[config.mk]
export PLATFORM = sky130hd
export DESIGN_NAME = onehot_demux_stage_flat
export DESIGN_NICKNAME = d
export VERILOG_FILES = /design/src/rtl/onehot_demux_stage_if.sv /design/src/rtl/onehot_demux_stage.sv /design/src/flat_wrapper.sv
export SDC_FILE = /design/constraint.sdc
export NUM_CORES = 1
export LEC_CHECK = 0
export CORE_AREA = 3 3 59 56
export CTS_CLUSTER_SIZE = 14
export DETAILED_ROUTE_END_ITERATION = 6
export DIE_AREA = 0 0 62 59
export PLACE_DENSITY_LB_ADDON = 0.3
export SLEW_MARGIN = 0
export SYNTH_ARGS = -nofsm -noshare
export SYNTH_HDL_FRONTEND = slang
export SYNTH_SLANG_ARGS = --single-unit
[constraint.sdc]
create_clock -name clk -period 2 [get_ports clk]
set_input_delay 0.5 -clock clk [delete_from_list [all_inputs] [get_ports clk]]
set_output_delay 0.5 -clock clk [all_outputs]
set_load 0.01 [all_outputs]
[src/rtl/onehot_demux_stage_if.sv]
// rtl/onehot_demux_stage_if.sv - valid/ready stream bundle for the one-hot demux stage
interface onehot_demux_stage_if #(
    parameter int OUTPUTS = 4,
    parameter int WIDTH   = 8
);
    logic               in_valid;
    logic               in_ready;
    logic [WIDTH-1:0]   in_data;
    logic [OUTPUTS-1:0] in_sel;
    logic [OUTPUTS-1:0] out_valid;
    logic [OUTPUTS-1:0] out_ready;
    logic [WIDTH-1:0]   out_data;

    // Producer and consumers of the stage.
    modport master (
        output in_valid, in_data, in_sel, out_ready,
        input  in_ready, out_valid, out_data
    );

    // The stage itself.
    modport slave (
        input  in_valid, in_data, in_sel, out_ready,
        output in_ready, out_valid, out_data
    );
endinterface

[src/rtl/onehot_demux_stage.sv]
// rtl/onehot_demux_stage.sv - registered one-hot demultiplexer with illegal-tag drop counter
module onehot_demux_stage #(
    parameter int OUTPUTS = 4,
    parameter int WIDTH   = 8,
    parameter int CNT_W   = 8
) (
    input  logic             clk,
    input  logic             rst,
    onehot_demux_stage_if.slave bus,
    input  logic             err_clr,
    output logic             err,
    output logic [CNT_W-1:0] drop_cnt
);
    typedef enum logic [0:0] {
        EMPTY = 1'b0,
        FULL  = 1'b1
    } state_t;

    localparam logic [CNT_W-1:0] CNT_MAX = {CNT_W{1'b1}};

    state_t             state;
    logic [WIDTH-1:0]   held_data;
    logic [OUTPUTS-1:0] held_sel;

    logic drain;
    logic legal;
    logic accept;
    logic take_beat;
    logic drop_beat;

    // Non-selected ready bits are masked out, so a stray ready cannot drain.
    assign drain     = (state == FULL) && |(held_sel & bus.out_ready);
    assign bus.in_ready = (state == EMPTY) || drain;

    // Exactly one bit set: nonzero and clearing the lowest set bit leaves zero.
    assign legal     = (bus.in_sel != '0) && ((bus.in_sel & (bus.in_sel - 1'b1)) == '0);
    assign accept    = bus.in_valid && bus.in_ready;
    assign take_beat = accept && legal;
    assign drop_beat = accept && !legal;

    assign bus.out_valid = (state == FULL) ? held_sel : '0;
    assign bus.out_data  = held_data;

    always_ff @(posedge clk) begin
        if (rst) begin
            state     <= EMPTY;
            held_data <= '0;
            held_sel  <= '0;
            err       <= 1'b0;
            drop_cnt  <= '0;
        end else begin
            if (take_beat) begin
                held_data <= bus.in_data;
                held_sel  <= bus.in_sel;
                state     <= FULL;
            end else if (drain) begin
                state     <= EMPTY;
            end

            // A drop in the same cycle as a clear must still be recorded.
            if (err_clr) begin
                err      <= drop_beat;
                drop_cnt <= drop_beat ? CNT_W'(1) : '0;
            end else if (drop_beat) begin
                err <= 1'b1;
                if (drop_cnt != CNT_MAX) begin
                    drop_cnt <= drop_cnt + 1'b1;
                end
            end
        end
    end
endmodule

[src/flat_wrapper.sv]
// flat-port wrapper written by rule: the top's interface ports become plain ports
module onehot_demux_stage_flat 
#(
    parameter int OUTPUTS = 4,
    parameter int WIDTH   = 8,
    parameter int CNT_W   = 8
)
  (clk, rst, err_clr, err, drop_cnt, bus_in_valid, bus_in_data, bus_in_sel, bus_out_ready, bus_in_ready, bus_out_valid, bus_out_data);
  onehot_demux_stage_if #(.OUTPUTS(OUTPUTS), .WIDTH(WIDTH)) bus_i ();
  input  logic clk;
  input  logic rst;
  input  logic err_clr;
  output logic err;
  output logic [CNT_W-1:0] drop_cnt;
  input wire logic [$bits(bus_i.in_valid)-1:0] bus_in_valid;
  input wire logic [$bits(bus_i.in_data)-1:0] bus_in_data;
  input wire logic [$bits(bus_i.in_sel)-1:0] bus_in_sel;
  input wire logic [$bits(bus_i.out_ready)-1:0] bus_out_ready;
  output wire logic [$bits(bus_i.in_ready)-1:0] bus_in_ready;
  output wire logic [$bits(bus_i.out_valid)-1:0] bus_out_valid;
  output wire logic [$bits(bus_i.out_data)-1:0] bus_out_data;
  assign bus_i.in_valid = bus_in_valid;
  assign bus_i.in_data = bus_in_data;
  assign bus_i.in_sel = bus_in_sel;
  assign bus_i.out_ready = bus_out_ready;
  assign bus_in_ready = bus_i.in_ready;
  assign bus_out_valid = bus_i.out_valid;
  assign bus_out_data = bus_i.out_data;
  onehot_demux_stage #(.OUTPUTS(OUTPUTS), .WIDTH(WIDTH), .CNT_W(CNT_W)) u_core (.clk(clk), .rst(rst), .bus(bus_i), .err_clr(err_clr), .err(err), .drop_cnt(drop_cnt));
endmodule
Word-level counts from Yosys, hierarchy flattened --
Index checks and enable logic that the tools add are counted.
Word-level totals: output and inout bits 22, logic and storage cells 34, flip-flop bits (word level) 22
Cells by class: reduce and logical (&&, ||, !) cells 14, bitwise gates (word level) 3, $add $sub $neg 2, multiplexer cells 9, eq/ne operators 1
Operators with widths (number):
- $mux 8 | 3
- $add 8x1->8 const B | 1
- $and 4x4->4 | 2
- $ne 8x8->1 const B | 1
- $reduce_bool 2->1 | 3
- $logic_and 1x1->1 | 5
- $mux 1 | 5
- $logic_not 4->1 | 1
- $mux 4 | 1
- $reduce_bool 4->1 | 1
- $reduce_or 4->1 | 1
- $sub 4x1->4 const B | 1
- $reduce_and 2->1 | 1
- $logic_not 1->1 | 1
- $logic_or 1x1->1 | 1
- $not 1->1 | 1

Longest topological paths before layout --
depth after elaboration 8, depth in mapped cells 6, mapped depth without buffers 5

Worst setup path after synthesis --
Ideal clock, no wire load.
kind input to register, start point input bus_in_sel[3], end point register u_core.held_data[1], in the netlist u_core.bus.out_data[1], required time 1.884 ns, slack 0.263 ns, stages 5, arrival time 1.622 ns, library setup time 0.116 ns, buffers on the path 1, cells stage by stage or4b_1 -> o311ai_2 -> and2_4 -> buf_8 -> o21ai_2
On the way: word-level cells in the longest chain between the ends 5, elaborated cells between the ends (all ways) 6
Ends and longest elaborated chain:
- start: declaration | RTL line flat_wrapper.sv:17 | input wire logic [$bits(bus_i.in_sel)-1:0] bus_in_sel;
- $sub 4x1->4 | RTL line onehot_demux_stage.sv:36 | assign legal = (bus.in_sel != '0) && ((bus.in_sel & (bus.in_sel - 1'b1)) == '0);
- $and 4x4->4 | RTL line onehot_demux_stage.sv:36
- $logic_not 4->1 | RTL line onehot_demux_stage.sv:36
- $logic_and 1x1->1 * | RTL line onehot_demux_stage.sv:36
- $logic_and 1x1->1 * | RTL line onehot_demux_stage.sv:38 | assign take_beat = accept && legal;
- end signal: assignment | RTL line onehot_demux_stage.sv:53 | held_data <= bus.in_data;
- end: declaration | RTL line onehot_demux_stage.sv:22 | logic [WIDTH-1:0] held_data;
Mark *: on every way between the ends. The rest lies on a longest branch, timed or not. A chain may end at the register's enable or synchronous reset.

Worst setup path in the final report --
start point input bus_in_sel[3], end point register u_core.drop_cnt[7]
On the way: word-level cells in the longest chain between the ends 8, elaborated cells between the ends (all ways) 9
Ends and longest elaborated chain:
- $sub 4x1->4 | RTL line onehot_demux_stage.sv:36
- $and 4x4->4 | RTL line onehot_demux_stage.sv:36
- $logic_not 4->1 | RTL line onehot_demux_stage.sv:36
- $logic_and 1x1->1 * | RTL line onehot_demux_stage.sv:36
- $logic_not 1->1 * | RTL line onehot_demux_stage.sv:39 | assign drop_beat = accept && !legal;
- $logic_and 1x1->1 * | RTL line onehot_demux_stage.sv:39
- $reduce_bool 2->1 (no line) *
- $reduce_and 2->1 (no line) *
- end signal: assignment | RTL line onehot_demux_stage.sv:63 | drop_cnt <= drop_beat ? CNT_W'(1) : '0;
- end signal: assignment | RTL line onehot_demux_stage.sv:67 | drop_cnt <= drop_cnt + 1'b1;
- end: declaration | RTL line onehot_demux_stage.sv:12 | output logic [CNT_W-1:0] drop_cnt
Marked as above.

==> results.cfg <==
[finish]
syn2layout_area_growth_pct = 45.2
antenna_cells = 0
final_cell_area_sq_mm = 0.00178
drive_above_1_share_pct = 20.6
fin_nets = 202

[die]
io_pins = 42
die_w_microns = 62
die_area_sq_mm = 0.00366
start_util_pct = 44.9
die_y_microns = 59
design.core.area_sq_mm = 0.00273
row_count = 18

[timing]
slew_viol_final = 0
max_freq_mhz = 516
fin_crit_sh_pct = 96.9
worstMarginPinSlew_ns = 0.419
setup_viol = 0
skew_ns = 0.00212
finalCriticalPeriod_ns = 1.94
relSlewSlack_pct = 71.8
hold_ws_ns = 0.482
rsz0062_at_grt = no
finalHoldViolCount = 0

[route]
drtIter0Drc = 38
drc = 0
routed_via_density = 5.29
routedWlPerCell_microns = 13.7
ant_nets = 0
first_pass_iters = 4
drt-total-wl_microns = 3010
via_count = 1164

[setup_path]
critPathLaunchType = input pin
required_ns = 2.24
crit_type = in2reg
r2r-start = u_core.state
slowest_delay_ns = 0.51
cpMaxStageDelayCell = clkdlybuf4s50_1
cp_cell_sequence = clkdlybuf4s50_1 > buf_4 > o311ai_2 > buf_12 > or4_1 > a21boi_1
arrival_ns = 2.18
worstPathMaxFanout = 11
startpoint = bus_in_sel[3]
endpoint_kind = flop

[logic_synthesis]
synth_area_leaders = dfxtp_1 36%, nand4b_1 7.9%, nand2b_1 7.2%
synthTopCellsByCount = 22 x dfxtp_1, 14 x nand2b_1, 11 x nand4b_1
syn_nets = 148
yosys_warnings = 0
synth.top_cell.area_share_pct = 36.0
ys_seq_area_share_pct = 36.0
synthFlopType = dfxtp_1
yosysMostFrequentCell = dfxtp_1
synth_edf_count = 0
netlist_area_sq_mm = 0.00122
yosysUniqueCellTypes = 40
yosysTopAreaCell = dfxtp_1
synth_area_per_cell_sq_um = 9.64
synth-seq-cells = 22
syn-instance-count = 127
async_flop_share_pct = 0

[power]
swShare_pct = 25.7
power_switching_w = 0.000235
ir_worst_vdd_uv = 370
leakage_nw = 0.647
p_int_w = 0.000678
combinationalPowerShare_pct = 21.9
pwr-share-clk_pct = 27.2
seqPwrFrac_pct = 50.9
powerDensity_mw_per_mm2 = 514

[global_route]
grt-ovfl-total = 0
use_met3_pct = 4.58
globalRouteMet2Util_pct = 29.6
grtUsageMet1_pct = 22.5
grt_pass1_wl_microns = 4940
grt_max_degree = 18
first_global_vias = 1135
antenna_found_initial = 0
busiest_layer = met2
track_usage_pct = 17.8

[placement]
io_buffers = 41
place_hpwl_microns = 2270
post_dp_cell_area_sq_mm = 0.00173
place_congestion = 0.775

[clock_network]
htree_levels = 1
cts_hold_buf = 0
tritoncts = done
path_clk_slew_ns = 0.12
clockBufferDepth = 2
cts-root-buf = clkbuf_4
cts_buffers = 3
cts_sinks = 22
clk_latency_ns = 0.31

[min_path]
hold_path.class = reg2reg
holdCritStartpoint = u_core.bus.out_data[6]

[status]
status = finished clean

[flow_run]
drv_cap = 0
==> sequential cells by signal (all words and copies together) (netlist names) <==
signal and count:
u_core.drop_cnt 8, u_core.held_sel 4, u_core.err 1, u_core.state 1, u_core.bus.out_data 8
==> through the flow <==
step                      total power [W]  instances  worst slack, ns  utilization (%)  setup TNS [ns]
after floorplan                  0.000576        127            0.263                -               0
after global placement           0.000672        215           -0.394             63.6           -4.89
after detailed placement         0.000676        215           -0.416             63.6           -5.69
after CTS                        0.000923        220          0.00756             64.9               0
after global routing             0.000960        220          0.00444             65.2               0
final                            0.000913        220           0.0617             65.2               0
==> worst max-delay path: cells and delay by family <==
kind	cells	cell delay, ns
AND/OR/NAND/NOR	1	0.51
AO/OA/AOI/OAI	2	0.34
buffers and inverters	3	0.83
==> cell type report <==
cell class / count / area [sq um]
sequential: 22 / 440
multi-input combinational: 97 / 711
tap: 40 / 50.0
fill: 249 / 948
timing repair buffer: 56 / 536
clock buffer: 4 / 36.3
inverter: 1 / 3.75
==> power by group through the flow <==
stage	Combinational [W]	Sequential (W)	Clock (W)
detailed placement	0.000201	0.000474	0
CTS	0.000202	0.000465	0.000256
global placement	0.000198	0.000474	0
global route	0.000217	0.000468	0.000275
floorplan	0.0000987	0.000478	0
finish	0.000200	0.000465	0.000248
==> metal layers <==
layer,vias to the layer above,part of all wire [%]
met5,-,0
met2,28,49
li1,585,-
met4,0,1.4
met3,7,4.9
met1,544,45
==> cell families after synthesis <==
kind of cell	after synthesis	synth area share (%)
compound gates	28	18.8
xor+xnor	1	0.716
fa+ha+maj	1	1.02
buf+inv	8	5.93
flops	22	36.0
mux	4	3.27
simple gates	63	34.3
==> timing repair <==
item	4_1_cts	5_1_grt
resized for setup	6	3
setup endpoints to repair	1	4
setup buffers	1	0
pin swaps	2	3
==> placed cells by master (no fill, tap or decap), drive strengths merged, types with 3 or more instances in the layout <==
| cell | instances |
|---|---|
| clkdlybuf4s50 | 35 |
| dfxtp | 22 |
| buf | 16 |
| nand2b | 14 |
| o21ai | 13 |
| nand4b | 12 |
| nand2 | 9 |
| and2 | 6 |
| mux2i | 4 |
| clkbuf | 4 |
| a21boi | 3 |
| nand3 | 3 |
| or3 | 3 |
| nand4 | 3 |
| nor4 | 3 |
| dlymetal6s2s | 3 |
| a21oi | 3 |
==> worst paths after layout <==
check	endpoint	slack (ns)	cells past startpoint
min reg2reg	u_core.bus.out_data[6]	0.48	2
max	u_core.drop_cnt[7]	0.06	6
max reg2reg	u_core.drop_cnt[7]	0.36	5
min	u_core.bus.out_data[6]	0.48	2
Note: power is estimated with default switching activity, not from simulation.
